## config.mk

```make
export PLATFORM = sky130hd
export DESIGN_NAME = ddr_port_arbiter_flat
export DESIGN_NICKNAME = d
export VERILOG_FILES = /design/src/rtl/ddr_port_arbiter_if.sv /design/src/rtl/ddr_port_arbiter.sv /design/src/flat_wrapper.sv
export SDC_FILE = /design/constraint.sdc
export NUM_CORES = 1
export LEC_CHECK = 0
export CAP_MARGIN = 0
export CORE_AREA = 3 3 189 191
export CTS_CLUSTER_DIAMETER = 60
export DETAILED_ROUTE_END_ITERATION = 10
export DIE_AREA = 0 0 192 194
export SLEW_MARGIN = 20
export SYNTH_ARGS = -nofsm -noshare
export SYNTH_HDL_FRONTEND = slang
export SYNTH_SLANG_ARGS = --single-unit
```

## constraint.sdc

```tcl
create_clock -name sdram_clk -period 7.5 [get_ports sdram_clk]
set_clock_uncertainty 0.1 [all_clocks]
set_input_delay 1.5 -clock sdram_clk [delete_from_list [all_inputs] [get_ports sdram_clk]]
set_output_delay 1.5 -clock sdram_clk [all_outputs]
set_load 0.1 [all_outputs]
```

## src/rtl/ddr_port_arbiter_if.sv

```systemverilog
// rtl/ddr_port_arbiter_if.sv - port-array, controller and snoop signals of the DDR port arbiter
interface ddr_port_arbiter_if #(
    parameter int NPORTS = 3
);
    // wb_port side
    logic [32*NPORTS-1:0] port_adr_i;
    logic [32*NPORTS-1:0] port_dat_i;
    logic [4*NPORTS-1:0]  port_sel_i;
    logic [NPORTS-1:0]    port_acc_i;
    logic [NPORTS-1:0]    port_we_i;
    logic [NPORTS-1:0]    port_ack_o;
    logic [31:0]          port_adr_o;
    logic [31:0]          port_dat_o;

    // controller side
    logic [31:0]          mem_adr_o;
    logic [31:0]          mem_dat_o;
    logic [3:0]           mem_sel_o;
    logic                 mem_acc_o;
    logic                 mem_we_o;
    logic                 mem_ack_i;
    logic [31:0]          mem_adr_i;
    logic [31:0]          mem_dat_i;

    // write snoop broadcast and status
    logic [31:0]          bufw_adr_o;
    logic [31:0]          bufw_dat_o;
    logic [3:0]           bufw_sel_o;
    logic [NPORTS-1:0]    bufw_we_o;
    logic [NPORTS-1:0]    grant_o;

    modport slave (
        input  port_adr_i, port_dat_i, port_sel_i, port_acc_i, port_we_i,
        input  mem_ack_i, mem_adr_i, mem_dat_i,
        output port_ack_o, port_adr_o, port_dat_o,
        output mem_adr_o, mem_dat_o, mem_sel_o, mem_acc_o, mem_we_o,
        output bufw_adr_o, bufw_dat_o, bufw_sel_o, bufw_we_o, grant_o
    );

    modport master (
        output port_adr_i, port_dat_i, port_sel_i, port_acc_i, port_we_i,
        output mem_ack_i, mem_adr_i, mem_dat_i,
        input  port_ack_o, port_adr_o, port_dat_o,
        input  mem_adr_o, mem_dat_o, mem_sel_o, mem_acc_o, mem_we_o,
        input  bufw_adr_o, bufw_dat_o, bufw_sel_o, bufw_we_o, grant_o
    );
endinterface

```

## src/rtl/ddr_port_arbiter.sv

```systemverilog
// rtl/ddr_port_arbiter.sv - round-robin whole-transaction arbiter for the shared SDRAM request port
module ddr_port_arbiter #(
    parameter int NPORTS    = 3,
    parameter int BUF_WIDTH = 3
) (
    input  logic              sdram_clk,
    input  logic              sdram_rst_n,
    ddr_port_arbiter_if.slave bus
);
    localparam int IW = (NPORTS > 1) ? $clog2(NPORTS) : 1;

    if (NPORTS < 2 || NPORTS > 8 || BUF_WIDTH < 1) begin : g_param_check
        $error("ddr_port_arbiter: unsupported NPORTS or BUF_WIDTH");
    end

    typedef enum logic [0:0] {
        S_IDLE  = 1'b0,
        S_GRANT = 1'b1
    } state_t;

    state_t            state_q, state_d;
    logic [NPORTS-1:0] grant_q, grant_d;
    logic [IW-1:0]     gidx_q, gidx_d;
    logic [IW-1:0]     last_q, last_d;

    logic [IW-1:0]     winner;
    logic              found;

    logic [NPORTS-1:0] ack;
    logic [31:0]       mem_adr;
    logic [31:0]       mem_dat;
    logic [3:0]        mem_sel;
    logic              mem_acc;
    logic              mem_we;

    logic              snoop_hit;
    logic [NPORTS-1:0] bufw_we_q;
    logic [31:0]       bufw_adr_q;
    logic [31:0]       bufw_dat_q;
    logic [3:0]        bufw_sel_q;

    // First requester scanning upward from the port after the last winner.
    always_comb begin
        winner = '0;
        found  = 1'b0;
        for (int i = 1; i <= NPORTS; i++) begin
            if (!found && bus.port_acc_i[(int'(last_q) + i) % NPORTS]) begin
                winner = IW'((int'(last_q) + i) % NPORTS);
                found  = 1'b1;
            end
        end
    end

    always_ff @(posedge sdram_clk or negedge sdram_rst_n) begin
        if (!sdram_rst_n) begin
            state_q <= S_IDLE;
            grant_q <= '0;
            gidx_q  <= '0;
            last_q  <= IW'(NPORTS - 1);
        end else begin
            state_q <= state_d;
            grant_q <= grant_d;
            gidx_q  <= gidx_d;
            last_q  <= last_d;
        end
    end

    // Release always passes through IDLE, so no re-arbitration in the release cycle.
    always_comb begin
        state_d = state_q;
        grant_d = grant_q;
        gidx_d  = gidx_q;
        last_d  = last_q;
        case (state_q)
            S_IDLE: begin
                if (found) begin
                    state_d = S_GRANT;
                    grant_d = {{(NPORTS-1){1'b0}}, 1'b1} << winner;
                    gidx_d  = winner;
                    last_d  = winner;
                end
            end
            S_GRANT: begin
                if (!bus.port_acc_i[gidx_q]) begin
                    state_d = S_IDLE;
                    grant_d = '0;
                end
            end
            default: begin
                state_d = S_IDLE;
                grant_d = '0;
            end
        endcase
    end

    always_comb begin
        ack     = '0;
        mem_adr = '0;
        mem_dat = '0;
        mem_sel = '0;
        mem_acc = 1'b0;
        mem_we  = 1'b0;
        if (state_q == S_GRANT) begin
            mem_adr      = bus.port_adr_i[32*gidx_q +: 32];
            mem_dat      = bus.port_dat_i[32*gidx_q +: 32];
            mem_sel      = bus.port_sel_i[4*gidx_q +: 4];
            mem_acc      = bus.port_acc_i[gidx_q];
            mem_we       = bus.port_we_i[gidx_q];
            ack[gidx_q]  = bus.mem_ack_i;
        end
    end

    assign snoop_hit = (state_q == S_GRANT) && bus.port_we_i[gidx_q] && bus.mem_ack_i;

    // Completed writes are replayed to every other port so their read buffers stay coherent.
    always_ff @(posedge sdram_clk or negedge sdram_rst_n) begin
        if (!sdram_rst_n) begin
            bufw_we_q  <= '0;
            bufw_adr_q <= '0;
            bufw_dat_q <= '0;
            bufw_sel_q <= '0;
        end else begin
            bufw_we_q <= snoop_hit ? ~grant_q : '0;
            if (snoop_hit) begin
                bufw_adr_q <= bus.port_adr_i[32*gidx_q +: 32];
                bufw_dat_q <= bus.port_dat_i[32*gidx_q +: 32];
                bufw_sel_q <= bus.port_sel_i[4*gidx_q +: 4];
            end
        end
    end

    assign bus.port_ack_o = ack;
    assign bus.port_adr_o = bus.mem_adr_i;
    assign bus.port_dat_o = bus.mem_dat_i;
    assign bus.mem_adr_o  = mem_adr;
    assign bus.mem_dat_o  = mem_dat;
    assign bus.mem_sel_o  = mem_sel;
    assign bus.mem_acc_o  = mem_acc;
    assign bus.mem_we_o   = mem_we;
    assign bus.bufw_we_o  = bufw_we_q;
    assign bus.bufw_adr_o = bufw_adr_q;
    assign bus.bufw_dat_o = bufw_dat_q;
    assign bus.bufw_sel_o = bufw_sel_q;
    assign bus.grant_o    = grant_q;
endmodule

```

## src/flat_wrapper.sv

```systemverilog
// flat-port wrapper written by rule: the top's interface ports become plain ports
module ddr_port_arbiter_flat 
#(
    parameter int NPORTS    = 3,
    parameter int BUF_WIDTH = 3
)
  (sdram_clk, sdram_rst_n, bus_port_adr_i, bus_port_dat_i, bus_port_sel_i, bus_port_acc_i, bus_port_we_i, bus_mem_ack_i, bus_mem_adr_i, bus_mem_dat_i, bus_port_ack_o, bus_port_adr_o, bus_port_dat_o, bus_mem_adr_o, bus_mem_dat_o, bus_mem_sel_o, bus_mem_acc_o, bus_mem_we_o, bus_bufw_adr_o, bus_bufw_dat_o, bus_bufw_sel_o, bus_bufw_we_o, bus_grant_o);
  ddr_port_arbiter_if #(.NPORTS(NPORTS)) bus_i ();
  input  logic sdram_clk;
  input  logic sdram_rst_n;
  input wire logic [$bits(bus_i.port_adr_i)-1:0] bus_port_adr_i;
  input wire logic [$bits(bus_i.port_dat_i)-1:0] bus_port_dat_i;
  input wire logic [$bits(bus_i.port_sel_i)-1:0] bus_port_sel_i;
  input wire logic [$bits(bus_i.port_acc_i)-1:0] bus_port_acc_i;
  input wire logic [$bits(bus_i.port_we_i)-1:0] bus_port_we_i;
  input wire logic [$bits(bus_i.mem_ack_i)-1:0] bus_mem_ack_i;
  input wire logic [$bits(bus_i.mem_adr_i)-1:0] bus_mem_adr_i;
  input wire logic [$bits(bus_i.mem_dat_i)-1:0] bus_mem_dat_i;
  output wire logic [$bits(bus_i.port_ack_o)-1:0] bus_port_ack_o;
  output wire logic [$bits(bus_i.port_adr_o)-1:0] bus_port_adr_o;
  output wire logic [$bits(bus_i.port_dat_o)-1:0] bus_port_dat_o;
  output wire logic [$bits(bus_i.mem_adr_o)-1:0] bus_mem_adr_o;
  output wire logic [$bits(bus_i.mem_dat_o)-1:0] bus_mem_dat_o;
  output wire logic [$bits(bus_i.mem_sel_o)-1:0] bus_mem_sel_o;
  output wire logic [$bits(bus_i.mem_acc_o)-1:0] bus_mem_acc_o;
  output wire logic [$bits(bus_i.mem_we_o)-1:0] bus_mem_we_o;
  output wire logic [$bits(bus_i.bufw_adr_o)-1:0] bus_bufw_adr_o;
  output wire logic [$bits(bus_i.bufw_dat_o)-1:0] bus_bufw_dat_o;
  output wire logic [$bits(bus_i.bufw_sel_o)-1:0] bus_bufw_sel_o;
  output wire logic [$bits(bus_i.bufw_we_o)-1:0] bus_bufw_we_o;
  output wire logic [$bits(bus_i.grant_o)-1:0] bus_grant_o;
  assign bus_i.port_adr_i = bus_port_adr_i;
  assign bus_i.port_dat_i = bus_port_dat_i;
  assign bus_i.port_sel_i = bus_port_sel_i;
  assign bus_i.port_acc_i = bus_port_acc_i;
  assign bus_i.port_we_i = bus_port_we_i;
  assign bus_i.mem_ack_i = bus_mem_ack_i;
  assign bus_i.mem_adr_i = bus_mem_adr_i;
  assign bus_i.mem_dat_i = bus_mem_dat_i;
  assign bus_port_ack_o = bus_i.port_ack_o;
  assign bus_port_adr_o = bus_i.port_adr_o;
  assign bus_port_dat_o = bus_i.port_dat_o;
  assign bus_mem_adr_o = bus_i.mem_adr_o;
  assign bus_mem_dat_o = bus_i.mem_dat_o;
  assign bus_mem_sel_o = bus_i.mem_sel_o;
  assign bus_mem_acc_o = bus_i.mem_acc_o;
  assign bus_mem_we_o = bus_i.mem_we_o;
  assign bus_bufw_adr_o = bus_i.bufw_adr_o;
  assign bus_bufw_dat_o = bus_i.bufw_dat_o;
  assign bus_bufw_sel_o = bus_i.bufw_sel_o;
  assign bus_bufw_we_o = bus_i.bufw_we_o;
  assign bus_grant_o = bus_i.grant_o;
  ddr_port_arbiter #(.NPORTS(NPORTS), .BUF_WIDTH(BUF_WIDTH)) u_core (.sdram_clk(sdram_clk), .sdram_rst_n(sdram_rst_n), .bus(bus_i));
endmodule
```

==> flow_metrics.tcl <==
set metrics [dict create \
    status "finished, final reports clean" \
    start_util_pct 16.15 \
    final_layout_size_suffix_gt1_share_pct 11.68 \
    fin_crit_sh_pct 77.38 \
    grt_pass1_wl_mm 31.93 \
    finalWeightedCongestion 0.7808 \
    synth.net_count 859 \
    postCtsSetupBuffers 0 \
    ys_types 36 \
    drtIter0Drc 178 \
    antenna_left 0 \
    h-tree-depth 3 \
    gr-usage-all-layers_pct 11.30 \
    grt_overflow 0 \
    rsz0062_at_grt "no" \
    setup_viol 0 \
    worst_setup_path_end_kind "primary output" \
    layout_min_cycle_time_ns 5.803 \
    slew_violations 0 \
    die_w_um 192 \
    postCtsHoldBufs 0 \
    reg2reg_from "u_core.last_q[0]" \
    grt_pass1_vias 5422 \
    fp-row-count 68 \
    nets 1131 \
    r2r_cells 7 \
    grt_max_degree 76 \
    post_cts_resized 0 \
    crit_chain "nor2b_4, buf_4, nand2_1, o21ai_0, and2_1, clkdlybuf4s50_1" \
    r2r_end "u_core.bus.bufw_adr_o[31]" \
    avgRoutedWirePerCell_um 16.64 \
    crit_buf_inv 2 \
    final-hold-violation-count 0 \
    critPathKind "flop to primary output" \
    clkLatencyLatePin_ns 0.36 \
    drc 0 \
    syn_inst 579 \
    fillers 3643 \
    setup_tns_ns 0 \
    crit_path_top_delay_cell "clkdlybuf4s50_1" \
    layout_common_cells "clkdlybuf4s50_1, dfrtp_1, nand2_1" \
    antenna_found_initial 1 \
    cts.sinks 78 \
    design.portCount 488 \
    worst_pin_slew_ns 1.046 \
    worstPathRequired_ns 5.90 \
    root_buffer "clkbuf_16" \
    min_path_cells 1 \
    clkTransAtPathRegs_ns 0.07 \
    vias_per_cell 3.939 \
    yosysSeqAreaShare_pct 35.27 \
    mostFrequentLayoutCell "clkdlybuf4s50_1" \
    die_area_um2 37250 \
    cp_top_family "buffers and inverters" \
    slew-limit-headroom_pct 30.03 \
    wirelength_mm 21.84 \
    avgSynthCellArea_um2 9.564 \
    cap_violations 0 \
    core_area_um2 34290 \
    cp.depth 6 \
    ys.warnings.count 0 \
    holdWs_ns 0.3807 \
    clockBufferDepth 2 \
    final_cell_count_no_fill 1312 \
    worstHoldPathType "flop to flop" \
    vias 5168 \
    crit_start "u_core.last_q[0]" \
    hpwl_mm 16.68 \
    syn_area_um2 5538 \
    dp_cells 1294 \
    crit_path_start_kind "flop" \
    cts_tree "yes" \
    cts_buffers 9 \
    ys_seq_elements 78 \
    area_delta_synth_final_pct 70.06 \
    io_buffer_count 359 \
    cp_max_fo 42 \
    cp.arrival_ns 4.20 \
    crit_path_max_incr_delay_ns 1.13 \
    max_freq_mhz 172.3 \
    die_y_um 194 \
    min_from "u_core.bus.grant_o[0]" \
    reg2reg_slack_ns 3.96 \
    dr.pass1.iters 4 \
    whs_endpoint "u_core.bus.bufw_we_o[0]" \
]
==> routing by layer <==
metal | GRT usage, % | wire (µm) | vias to the layer above | part of all wire [%]
met3 | 4.592 | 2047 | 55 | 9.4
li1 | - | - | 2451 | -
met2 | 19.92 | 10900 | 251 | 50
met4 | 4.452 | 699 | 0 | 3.2
met1 | 11.91 | 8185 | 2411 | 37
met5 | 0 | 0 | - | 0
==> layout make-up <==
type                            count  area, µm²  area share (%)
Timing Repair Buffer              366       3664           38.90
Multi-Input combinational cell    391       2904           30.84
Sequential cell                    78       1959           20.81
Tap cell                          455      569.3           6.045
Clock buffer                       10      239.0           2.538
Clock inverter                      6      61.31          0.6510
Inverter                            5      18.77          0.1993
Antenna cell                        1      2.502         0.02657
==> logic make-up after synthesis <==
| group | after synthesis | synth area share [%] |
|---|---|---|
| AO/OA/AOI/OAI | 87 | 8.721 |
| adder cells (fa/ha/maj) | 3 | 0.6779 |
| buffers and inverters | 110 | 12.52 |
| flip-flops | 78 | 35.27 |
| multiplexers | 140 | 28.22 |
| AND/OR/NAND/NOR | 161 | 14.60 |
==> cells in the mapped netlist <==
master | n | share of area [%]
nor2b_1 | 4 | 0.45
and2_1 | 69 | 7.8
mux2_4 | 20 | 5.4
clkbuf_1 | 20 | 1.4
buf_4 | 64 | 8.7
and2_0 | 1 | 0.11
o211ai_1 | 2 | 0.27
o32a_1 | 1 | 0.18
nor3_1 | 2 | 0.18
nand3_1 | 2 | 0.18
mux2_2 | 49 | 10
o31ai_1 | 1 | 0.14
o21bai_1 | 1 | 0.14
buf_1 | 4 | 0.27
or2_2 | 1 | 0.11
a21oi_1 | 1 | 0.090
dfstp_2 | 1 | 0.47
buf_6 | 3 | 0.61
mux2i_1 | 71 | 13
a22o_1 | 2 | 0.32
and3_1 | 1 | 0.11
o2bb2ai_1 | 1 | 0.16
o21ai_0 | 69 | 6.2
ha_1 | 3 | 0.68
dfrtp_1 | 77 | 35
nand2_1 | 73 | 4.9
nand4b_1 | 1 | 0.16
nor3b_1 | 1 | 0.14
inv_1 | 5 | 0.34
a32o_1 | 1 | 0.18
buf_2 | 14 | 1.3
a21boi_0 | 2 | 0.27
a2bb2oi_1 | 1 | 0.16
nor2_1 | 6 | 0.41
o21ai_1 | 2 | 0.18
o21a_1 | 3 | 0.41
==> registers in the layout (all words and copies together), names as in the netlist <==
signal                 count
u_core.bus.grant_o         3
u_core.bus.bufw_dat_o     32
u_core.bus.bufw_we_o       3
u_core.bus.bufw_sel_o      4
u_core.bus.bufw_adr_o     32
u_core.state_q             1
u_core.last_q              2
u_core.gidx_q              1
==> through the flow <==
step	area, µm²	setup slack (ns)	utilization [%]
global route	9418	1.342	27.47
CTS	9388	1.560	27.38
detailed placement	9087	1.984	26.50
floorplan	5538	2.092	-
global placement	9087	2.027	26.50
finish	9418	1.697	27.47
==> worst register-to-register path: stages (launching register included) <==
cell and delay (ns):
dfrtp_2 0.84, nor2b_4 0.84, nand2_1 0.12, o21ai_1 0.15
and3_4 0.20, buf_4 0.42, buf_16 0.29, mux2_2 0.45
==> how the worst max path moves through the flow <==
stage / to / slack [ns]
2_1_floorplan: bus_port_ack_o[2] / 2.09
3_3_place_gp: bus_mem_dat_o[8] / 2.03
3_5_place_dp: bus_mem_dat_o[8] / 1.98
4_1_cts: bus_mem_dat_o[8] / 1.56
5_1_grt: bus_mem_dat_o[8] / 1.34
6_report: bus_mem_dat_o[8] / 1.70
Power is left out: the tool's default activity adds up to more than one toggle a clock period on the data nets, which glitch-free logic cannot reach.
